===== src/rtl/seg7_pkg.sv =====
// Shared types and constants for the 7-segment scan driver.
// All segment and anode values are active-low.
package seg7_pkg;

    typedef enum logic {
        GUARD  = 1'b0,
        ACTIVE = 1'b1
    } state_t;

    localparam logic [6:0] SEG_OFF  = 7'b1111111;
    localparam logic [6:0] SEG_DASH = 7'b0111111;
    localparam logic [3:0] AN_OFF   = 4'b1111;

    // Bit order is {g,f,e,d,c,b,a}; entry N is the pattern for decimal digit N.
    localparam logic [9:0][6:0] DIGIT_PAT = {
        7'b0010000,   // 9
        7'b0000000,   // 8
        7'b1111000,   // 7
        7'b0000010,   // 6
        7'b0010010,   // 5
        7'b0011001,   // 4
        7'b0110000,   // 3
        7'b0100100,   // 2
        7'b1111001,   // 1
        7'b1000000    // 0
    };

endpackage


===== src/rtl/seg7_scan_driver_if.sv =====
// Data/display bundle between the BCD source and the scan driver.
interface seg7_scan_driver_if;
    logic [9:0] bcd_in;
    logic       load;
    logic       blank_lz;
    logic [3:0] an;
    logic [6:0] seg;
    logic       dp;
    logic       frame_done;

    modport master (output bcd_in, load, blank_lz, input an, seg, dp, frame_done);
    modport slave  (input bcd_in, load, blank_lz, output an, seg, dp, frame_done);
endinterface


===== src/rtl/seg7_decoder.sv =====
// Combinational BCD nibble to active-low segment decode; 10..15 render as a dash.
module seg7_decoder
    import seg7_pkg::*;
(
    input  logic [3:0] digit,
    output logic [6:0] seg
);

    always_comb begin
        seg = SEG_DASH;
        if (digit <= 4'd9) seg = DIGIT_PAT[digit];
    end

endmodule


===== src/rtl/seg7_scan_driver.sv =====
// 4-digit common-anode scan driver: guard/active slot FSM, per-slot digit latch,
// optional leading-zero blanking. All outputs are registered from next-state values.
module seg7_scan_driver
    import seg7_pkg::*;
#(
    parameter int REFRESH_DIV  = 100000,
    parameter int BLANK_CYCLES = 16
) (
    input  logic               clk,
    input  logic               rst_n,
    seg7_scan_driver_if.slave  bus
);

    localparam int CW = $clog2(REFRESH_DIV);
    localparam logic [CW-1:0] GUARD_LAST  = CW'(BLANK_CYCLES - 1);
    localparam logic [CW-1:0] ACTIVE_LAST = CW'(REFRESH_DIV - BLANK_CYCLES - 1);

    state_t        state, state_nxt;
    logic [CW-1:0] cnt, cnt_nxt;
    logic [1:0]    idx, idx_nxt;
    logic [9:0]    pending, pending_nxt;
    logic [9:0]    shown, shown_nxt;
    logic          frame_nxt;
    logic [3:0]    digit;
    logic          blanked;
    logic [6:0]    dec_seg;
    logic [3:0]    an_nxt, an_q;
    logic [6:0]    seg_nxt, seg_q;
    logic          frame_q;

    seg7_decoder u_decoder (
        .digit (digit),
        .seg   (dec_seg)
    );

    // NOTE: every signal gets a default before any branch so no path leaves it unassigned (no latches).
    always_comb begin
        state_nxt   = state;
        cnt_nxt     = cnt + 1'b1;
        idx_nxt     = idx;
        frame_nxt   = 1'b0;
        pending_nxt = bus.load ? bus.bcd_in : pending;
        shown_nxt   = shown;

        case (state)
            GUARD: begin
                if (cnt == GUARD_LAST) begin
                    state_nxt = ACTIVE;
                    cnt_nxt   = '0;
                end
            end
            ACTIVE: begin
                if (cnt == ACTIVE_LAST) begin
                    state_nxt = GUARD;
                    cnt_nxt   = '0;
                    idx_nxt   = idx + 2'd1;
                    frame_nxt = (idx == 2'd3);
                    // Taking pending_nxt gives the same-edge load bypass for free.
                    shown_nxt = pending_nxt;
                end
            end
            default: state_nxt = GUARD;
        endcase

        digit   = 4'd0;
        blanked = 1'b1;
        case (idx_nxt)
            2'd0: begin
                digit   = shown_nxt[3:0];
                blanked = 1'b0;
            end
            2'd1: begin
                digit   = shown_nxt[7:4];
                blanked = bus.blank_lz && (shown_nxt[9:4] == 6'd0);
            end
            2'd2: begin
                digit   = {2'b00, shown_nxt[9:8]};
                blanked = bus.blank_lz && (shown_nxt[9:8] == 2'd0);
            end
            default: ;
        endcase

        an_nxt  = AN_OFF;
        seg_nxt = SEG_OFF;
        if (state_nxt == ACTIVE && !blanked) begin
            an_nxt  = ~(4'b0001 << idx_nxt);
            seg_nxt = dec_seg;
        end
    end

    // NOTE: sequential state uses non-blocking assignments so all registers update together.
    always_ff @(posedge clk or negedge rst_n) begin
        if (!rst_n) begin
            state   <= GUARD;
            cnt     <= '0;
            idx     <= '0;
            pending <= '0;
            shown   <= '0;
            an_q    <= AN_OFF;
            seg_q   <= SEG_OFF;
            frame_q <= 1'b0;
        end else begin
            state   <= state_nxt;
            cnt     <= cnt_nxt;
            idx     <= idx_nxt;
            pending <= pending_nxt;
            shown   <= shown_nxt;
            an_q    <= an_nxt;
            seg_q   <= seg_nxt;
            frame_q <= frame_nxt;
        end
    end

    assign bus.an         = an_q;
    assign bus.seg        = seg_q;
    assign bus.dp         = 1'b1;
    assign bus.frame_done = frame_q;

endmodule


===== src/flat_wrapper.sv =====
// flat-port wrapper written by rule: the top's interface ports become plain ports
module seg7_scan_driver_flat import seg7_pkg::*;
#(
    parameter int REFRESH_DIV  = 100000,
    parameter int BLANK_CYCLES = 16
)
  (clk, rst_n, bus_bcd_in, bus_load, bus_blank_lz, bus_an, bus_seg, bus_dp, bus_frame_done);
  seg7_scan_driver_if bus_i ();
  input  logic clk;
  input  logic rst_n;
  input wire logic [$bits(bus_i.bcd_in)-1:0] bus_bcd_in;
  input wire logic [$bits(bus_i.load)-1:0] bus_load;
  input wire logic [$bits(bus_i.blank_lz)-1:0] bus_blank_lz;
  output wire logic [$bits(bus_i.an)-1:0] bus_an;
  output wire logic [$bits(bus_i.seg)-1:0] bus_seg;
  output wire logic [$bits(bus_i.dp)-1:0] bus_dp;
  output wire logic [$bits(bus_i.frame_done)-1:0] bus_frame_done;
  assign bus_i.bcd_in = bus_bcd_in;
  assign bus_i.load = bus_load;
  assign bus_i.blank_lz = bus_blank_lz;
  assign bus_an = bus_i.an;
  assign bus_seg = bus_i.seg;
  assign bus_dp = bus_i.dp;
  assign bus_frame_done = bus_i.frame_done;
  seg7_scan_driver #(.REFRESH_DIV(REFRESH_DIV), .BLANK_CYCLES(BLANK_CYCLES)) u_core (.clk(clk), .rst_n(rst_n), .bus(bus_i));
endmodule

===== config.mk =====
export PLATFORM = sky130hd
export DESIGN_NAME = seg7_scan_driver_flat
export DESIGN_NICKNAME = d
export VERILOG_FILES = /design/src/rtl/seg7_pkg.sv /design/src/rtl/seg7_scan_driver_if.sv /design/src/rtl/seg7_decoder.sv /design/src/rtl/seg7_scan_driver.sv /design/src/flat_wrapper.sv
export SDC_FILE = /design/constraint.sdc
export NUM_CORES = 1
export LEC_CHECK = 0
export ABC_CLOCK_PERIOD_IN_PS = 4100
export BUFFER_PORTS_ARGS = -buffer_cell sky130_fd_sc_hd__buf_2
export CORE_ASPECT_RATIO = 1.5
export CORE_MARGIN = 4
export CORE_UTILIZATION = 55
export CTS_CLUSTER_SIZE = 14
export DETAILED_ROUTE_END_ITERATION = 8
export GPL_TIMING_DRIVEN = 1
export PLACE_DENSITY = 0.75
export SLEW_MARGIN = 15
export SYNTH_ARGS = -nofsm -noshare
export SYNTH_HDL_FRONTEND = slang
export SYNTH_HIERARCHICAL = 1
export SYNTH_SLANG_ARGS = --single-unit

===== constraint.sdc =====
create_clock -name clk -period 4.1 [get_ports clk]
set_input_delay 0.82 -clock clk [delete_from_list [all_inputs] [get_ports clk]]
set_output_delay 0.82 -clock clk [all_outputs]
set_load 0.005 [all_outputs]

# [Word-level counts from Yosys, hierarchy flattened]
# Memories as Yosys holds them, arrays and structs flattened.
# Index checks and enable logic that the tools add are counted.
[classes] n_lt_le_gt_ge=2 mux=19 shift=1 n_bitwise=2 div=0 addsub=2 eq_ne=5 multipliers=0 n_reduce_logical=7
[op_table] op="2-to-1 mux 17 bit" n=2
[op_table] op="one-hot mux 17 bit (2 select lines)" n=1
[op_table] op="2-to-1 mux 10 bit" n=3
[op_table] op="2-to-1 mux 7 bit" n=3
[op_table] op="adder 17 x 1 -> 17 bit, second input constant" n=1
[op_table] op="== test 17 bit, second input constant" n=1
[op_table] op="== test 17 x 4 -> 1 bit, second input constant" n=1
[op_table] op="one-hot mux 4 bit (3 select lines)" n=1
[op_table] op="logical NOT 6 bit" n=1
[op_table] op="less-than comparator 4 x 5 -> 1 bit, second input constant" n=1
[op_table] op="== test 2 bit, second input constant" n=2
[op_table] op="<= comparator 4 bit, second input constant" n=1
[op_table] op="logical NOT 2 bit" n=2
[op_table] op="2-to-1 mux 1 bit" n=4
[op_table] op="2-to-1 mux 2 bit" n=2
[op_table] op="2-to-1 mux 4 bit" n=1
[op_table] op="NOT 4 bit" n=1
[op_table] op="left shift 1 x 2 -> 4 bit, first input constant" n=1
[op_table] op="logical AND 1 bit" n=3
[op_table] op="one-hot mux 1 bit (3 select lines)" n=1
[op_table] op="adder 2 x 1 -> 2 bit, second input constant" n=1
[op_table] op="== test 2 x 1 -> 1 bit, second input constant" n=1
[op_table] op="one-hot mux 1 bit (2 select lines)" n=1
[op_table] op="logical NOT 1 bit" n=1
[op_table] op="NOT 1 bit" n=1
[totals] n_memories=1 latch_bits=0 ff_bits=52 word_cells=47 romBits=112 mem_bits_rw=0
[mem_list] memory="(no name shown)" depth=16 width=7 read_ports=1 rd_clocked_by_memory_dff=0 wr=0 line="seg7_decoder.sv:11" rtl="if (digit <= 4'd9) seg = DIGIT_PAT[digit];"

# [Logic depth before layout (Yosys ltp)]
[depth] depth_word=9 mapped_depth=16

# [Modules after synthesis]
# The synthesis kept the hierarchy.
[by_module_without_submodules] module="seg7_scan_driver" n_inst=1 cells_each=220 area_each_um2=2422.3
[by_module_without_submodules] module="seg7_decoder" n_inst=1 cells_each=25 area_each_um2=215.2

# [Worst setup path after synthesis]
# No wires, ideal clock.
[synth_path] kind="register to register" from="register u_core.cnt[0]" to="register u_core.seg_q[3], in the netlist u_core/bus.seg[3]" synth_period_minus_slack_ps=3338 setup_time_ps=93 arrival_ps=3245 stages_incl_launch_ff=17 required_time_ps=4007 path_buffers=1 slack_ps=762 cell_sequence="dfrtp_1 > ha_1 > and3_1 > and3_1 > buf_4 > nand2_2 > mux2_2 > inv_1 > ha_1 > o211ai_1 > a31oi_1 > inv_1 > ha_1 > inv_1 > a221o_1 > inv_1 > o211ai_1"
[synth_via] elab_chain_cells=9
[synth_lines] element="start: declaration" line="seg7_scan_driver.sv:19" rtl="logic [CW-1:0] cnt, cnt_nxt;"
[synth_lines] element="start signal: assignment" line="seg7_scan_driver.sv:104" rtl="cnt <= cnt_nxt;"
[synth_lines] element="== test 17 bit (*)" line="seg7_scan_driver.sv:53" rtl="if (cnt == ACTIVE_LAST) begin"
[synth_lines] element="2-to-1 mux 2 bit (*)" line="seg7_scan_driver.sv:53"
[synth_lines] element="2-to-1 mux 2 bit (*)" line="seg7_scan_driver.sv:45" rtl="case (state)"
[synth_lines] element="named net u_core.idx_nxt[1]" line="seg7_scan_driver.sv:20" rtl="logic [1:0] idx, idx_nxt;"
[synth_lines] element="== test 2 bit (tied with other cells)" line="seg7_scan_driver.sv:67" rtl="case (idx_nxt)"
[synth_lines] element="one-hot mux 4 bit (3 select lines) (*)" line="seg7_scan_driver.sv:67"
[synth_lines] element="named net u_core.digit[0]" line="seg7_scan_driver.sv:24" rtl="logic [3:0] digit;"
[synth_lines] element="memory (16 x 7 bit)"
[synth_lines] element="2-to-1 mux 7 bit (implied by the code)" line="seg7_decoder.sv:11"
[synth_lines] element="2-to-1 mux 7 bit (*)" line="seg7_decoder.sv:11"
[synth_lines] element="named net u_core.dec_seg[3]" line="seg7_scan_driver.sv:26" rtl="logic [6:0] dec_seg;"
[synth_lines] element="2-to-1 mux 7 bit (*)" line="seg7_scan_driver.sv:85" rtl="if (state_nxt == ACTIVE && !blanked) begin"
[synth_lines] element="named net u_core.seg_nxt[3]" line="seg7_scan_driver.sv:28" rtl="logic [6:0] seg_nxt, seg_q;"
[synth_lines] element="end signal: assignment" line="seg7_scan_driver.sv:109" rtl="seg_q <= seg_nxt;"
[synth_lines] element="end: declaration" line="seg7_scan_driver.sv:28"
# The timed path passes the listed nets; every way through them passes the cells marked *. The select of a mux whose other input is x is not followed.

# [Worst setup path in the final report]
[layout_path] from="register u_core.cnt[9]" to="register u_core.seg_q[3], in the netlist u_core/bus.seg[3]"
# Same word-level chain as after synthesis.

==> metrics.md <==
| Metric | Value |
|---|---|
| Power Density | 296.4 nW/um^2 |
| Max-slew headroom | 0.3376 |
| Antenna diodes | 0 |
| Synth Area in Compound Gates | 0.1518 |
| Register area share after synthesis | 0.4986 |
| Gr ovfl total | 0 |
| Starting Density | 0.5760 |
| Xor/xnor cell area share of the yosys netlist | 0.05313 |
| CP max stage cell | and3_1 |
| Hold EP | u_core/pending[3] |
| Clk pin slew, worst setup/hold paths | 0.10 ns |
| Fillers | 406 |
| Die Span X | 64.54 um |
| Clk root buf | clkbuf_8 |
| Largest family of logic cells by synthesized area | compound AO/OA/AOI/OAI gates |
| Hold Buf Count CTS | 0 |
| Highest cell delay on the worst timing path | 0.47 ns |
| Worst Skew | 0.01758 ns |
| Final Hold Fails | 0 |
| Worst setup EP type | flip-flop |
| GRT Util Overall | 0.1894 |
| Layout area overhead | 9.962% |
| Clock sink count | 52 |
| Synth warn | 6 |
| Share of cells above drive strength 1 | 0.2132 |
| Core area | 4579 um^2 |
| Gpl congestion | 0.8420 |
| Iteration-0 DRC Markers | 48 |
| Outcome | completed |
| Worst Setup Slack, final | 0.3854 ns |
| Input/output buffers | 25 |
| Vias in the first global route | 1868 |
| # Max-Cap Violations | 0 |
| R2R Setup Slk | 0.39 ns |
| TritonCTS clock tree | yes |
| Synth Area in Adders | 0.05218 |
| Global-route wire length before repair | 8728 um |
| Drt total wl | 5112 um |
| CP Launch Type | flip-flop |
| Total CTS buffers | 5 |
| Slew @ Worst Pin | 0.9936 ns |
| Reg2Reg Depth | 14 |
| RSZ-0062 raised after global routing | false |
| # DRC | 0 |
| Final HPWL DP | 3802 um |
| Period utilization | 0.9060 |
| Initial antenna violation count | 0 |
| Die footprint | 5990 um^2 |
| Multi-input gate area | 1156 um^2 |
| Post-Synthesis Cells | 245 |
| Worst Path Buf+Inv | 4 |
| Hold path start | u_core/pending[3] |
| CP Cell Sequence | and4_1 -> and3_1 -> nand2_2 -> mux2_2 -> inv_1 -> ha_1 -> o211ai_1 -> a31oi_1 -> inv_1 -> ha_1 -> inv_1 -> a221o_1 -> inv_1 -> o211ai_1 |
| Syn_nets | 270 |
| Post-place setup slack | 0.4298 ns |
| Post-synthesis mux area share | 0.04317 |
| Average wire per standard cell | 15.21 um |
| Synth Cell Area | 2638 um^2 |
| #FFs+latches synth | 52 |
| WHS | 0.4895 ns |
| Max clock buf depth | 2 |
| CTS H-tree lvls | 2 |
| 1st-pass router iterations | 4 |
| Setup tns final | 0 ns |
| Die Ht | 92.82 um |
| Site Rows | 30 |
| Overall power | 0.0008596 W |
| Cell family with most CP delay | simple AND/OR/NAND/NOR gates |
| Avg Vias per Cell | 5.560 |
| Most used cell, CP | inv_1 |
| Pin count of the biggest net entering global routing | 48 |
| Crit path required time | 4.29 ns |
| Postcts setup bufs | 0 |
| Hold WC Path Type | reg2reg |
| Number of synthesized flops with an enable pin | 0 |
| Count of pins over their slew limit | 0 |
| Peak VDD IR | 358.2 uV |
| R2R Path Start | u_core/cnt[9] |
| I/O Pins | 27 |
| Simple-gate area share of the yosys netlist | 0.1366 |
| Crit path time final | 3.715 ns |
| Total number of vias | 1868 |
| Worst-Skew Late Latency | 0.31 ns |
| WHS Path Cells | 2 |
| Ys async rst share | 1.000 |
| Storage cell area | 1315 um^2 |
| RR Endpoint | u_core/bus.seg[3] |
| Post-DRT Antenna Nets | 0 |
| Crit path DAT | 3.91 ns |
| Mean Syn Cell Area | 10.77 um^2 |
| Count of final setup violators | 0 |
| Pleak | 1.363 nW |
| Yosys cell types | 43 |
| Prevailing post-synth register cell | dfrtp_1 |
| Fin nets | 296 |
| WS Path Type | reg2reg |
| Post-CTS resize count | 0 |
| CP Max Fanout | 13 |
| Fmax | 269.2 MHz |
[synth_stat cells, types with 6 or more instances]
| master | number | area share |
|---|---|---|
| xnor2_1 | 8 | 0.027 |
| nand3_1 | 19 | 0.036 |
| xor2_1 | 8 | 0.027 |
| mux2i_1 | 8 | 0.030 |
| buf_2 | 7 | 0.013 |
| dfstp_2 | 11 | 0.11 |
| dfrtp_1 | 41 | 0.39 |
| nor2_1 | 16 | 0.023 |
| and3_1 | 6 | 0.014 |
| o211ai_1 | 20 | 0.057 |
| inv_1 | 25 | 0.036 |
| ha_1 | 11 | 0.052 |
| nand2_1 | 7 | 0.010 |
| o21a_1 | 10 | 0.028 |
[cells by family after synthesis]
family                   Yosys count
adder cells (fa/ha/maj)           11
flip-flops                        52
XOR/XNOR                          16
buffers and inverters             36
AND/OR/NAND/NOR                   68
multiplexers                      11
other                              1
AO/OA/AOI/OAI                     50
[tightest hold or removal path, delay by kind of cell (launching register included)]
kind	cells	cell delay, ns
DFF	1	0.33
buffers and inverters	1	0.05
muxes	1	0.08
[stage by stage]
stage / instance area (um^2) / util / instances
2_1_floorplan: 2638 / - / 245
3_3_place_gp: 2808 / 0.6131 / 328
3_5_place_dp: 2808 / 0.6131 / 328
4_1_cts: 2900 / 0.6333 / 336
5_1_grt: 2900 / 0.6333 / 336
6_report: 2900 / 0.6333 / 336
[state kept, by name, indices dropped and copies added, names as in the netlist]
name,flops
u_core/cnt,17
u_core/pending,10
u_core/shown,10
u_core/bus.seg,7
u_core/bus.an,4
u_core/idx,2
u_core/bus.frame_done,1
u_core/state,1
[where the power goes]
part	internal [W]	total, W	switching [W]
Clock	0.000138	0.000297	0.000159
Combinational	0.0000125	0.0000375	0.0000250
Sequential	0.000523	0.000525	0.00000245
Total	0.000673	0.000860	0.000187
[placed cells by master, fill, tap and decap left out, types with 2 or more instances in the layout]
cell,n
a21o_1,2
a21oi_1,4
a221o_1,2
a22o_1,2
a31oi_1,2
and3_1,6
buf_2,25
buf_4,5
clkbuf_8,6
dfrtp_1,41
dfstp_2,11
ha_1,11
inv_1,25
mux2_2,3
mux2i_1,8
nand2_1,7
nand3_1,19
nand4_1,3
nor2_1,16
nor2b_1,2
nor3_1,2
nor4_1,4
nor4_2,2
o211ai_1,20
o21a_1,10
xnor2_1,8
xor2_1,8
[metal layers]
| layer | up-vias | part of all wire | GRT usage |
|---|---|---|---|
| li1 | 909 | - | - |
| met1 | 914 | 0.42 | 0.2163 |
| met2 | 34 | 0.53 | 0.3457 |
| met3 | 11 | 0.030 | 0.03519 |
| met4 | 0 | 0.021 | 0.06878 |
| met5 | - | 0 | 0 |
[worst max-delay path by stage]
stage	startpoint	endpoint	slack, ns	depth (start not counted)
after floorplan	u_core/cnt[0]	u_core/bus.seg[3]	0.76	16
after global placement	u_core/cnt[9]	u_core/bus.seg[3]	0.63	14
after detailed placement	u_core/cnt[9]	u_core/bus.seg[3]	0.43	14
after CTS	u_core/cnt[9]	u_core/bus.seg[3]	0.41	14
after global routing	u_core/cnt[7]	u_core/bus.seg[3]	0.11	14
final	u_core/cnt[9]	u_core/bus.seg[3]	0.39	14
[area by class of cell]
class,instances,area share
tap,64,0.02761
timing repair buffer,30,0.05608
clock buffer,7,0.02977
multi-input combinational,157,0.3986
inverter,25,0.03236
sequential,52,0.4534
clock inverter,1,0.002157
No activity file was read; power rests on OpenSTA's default activity.
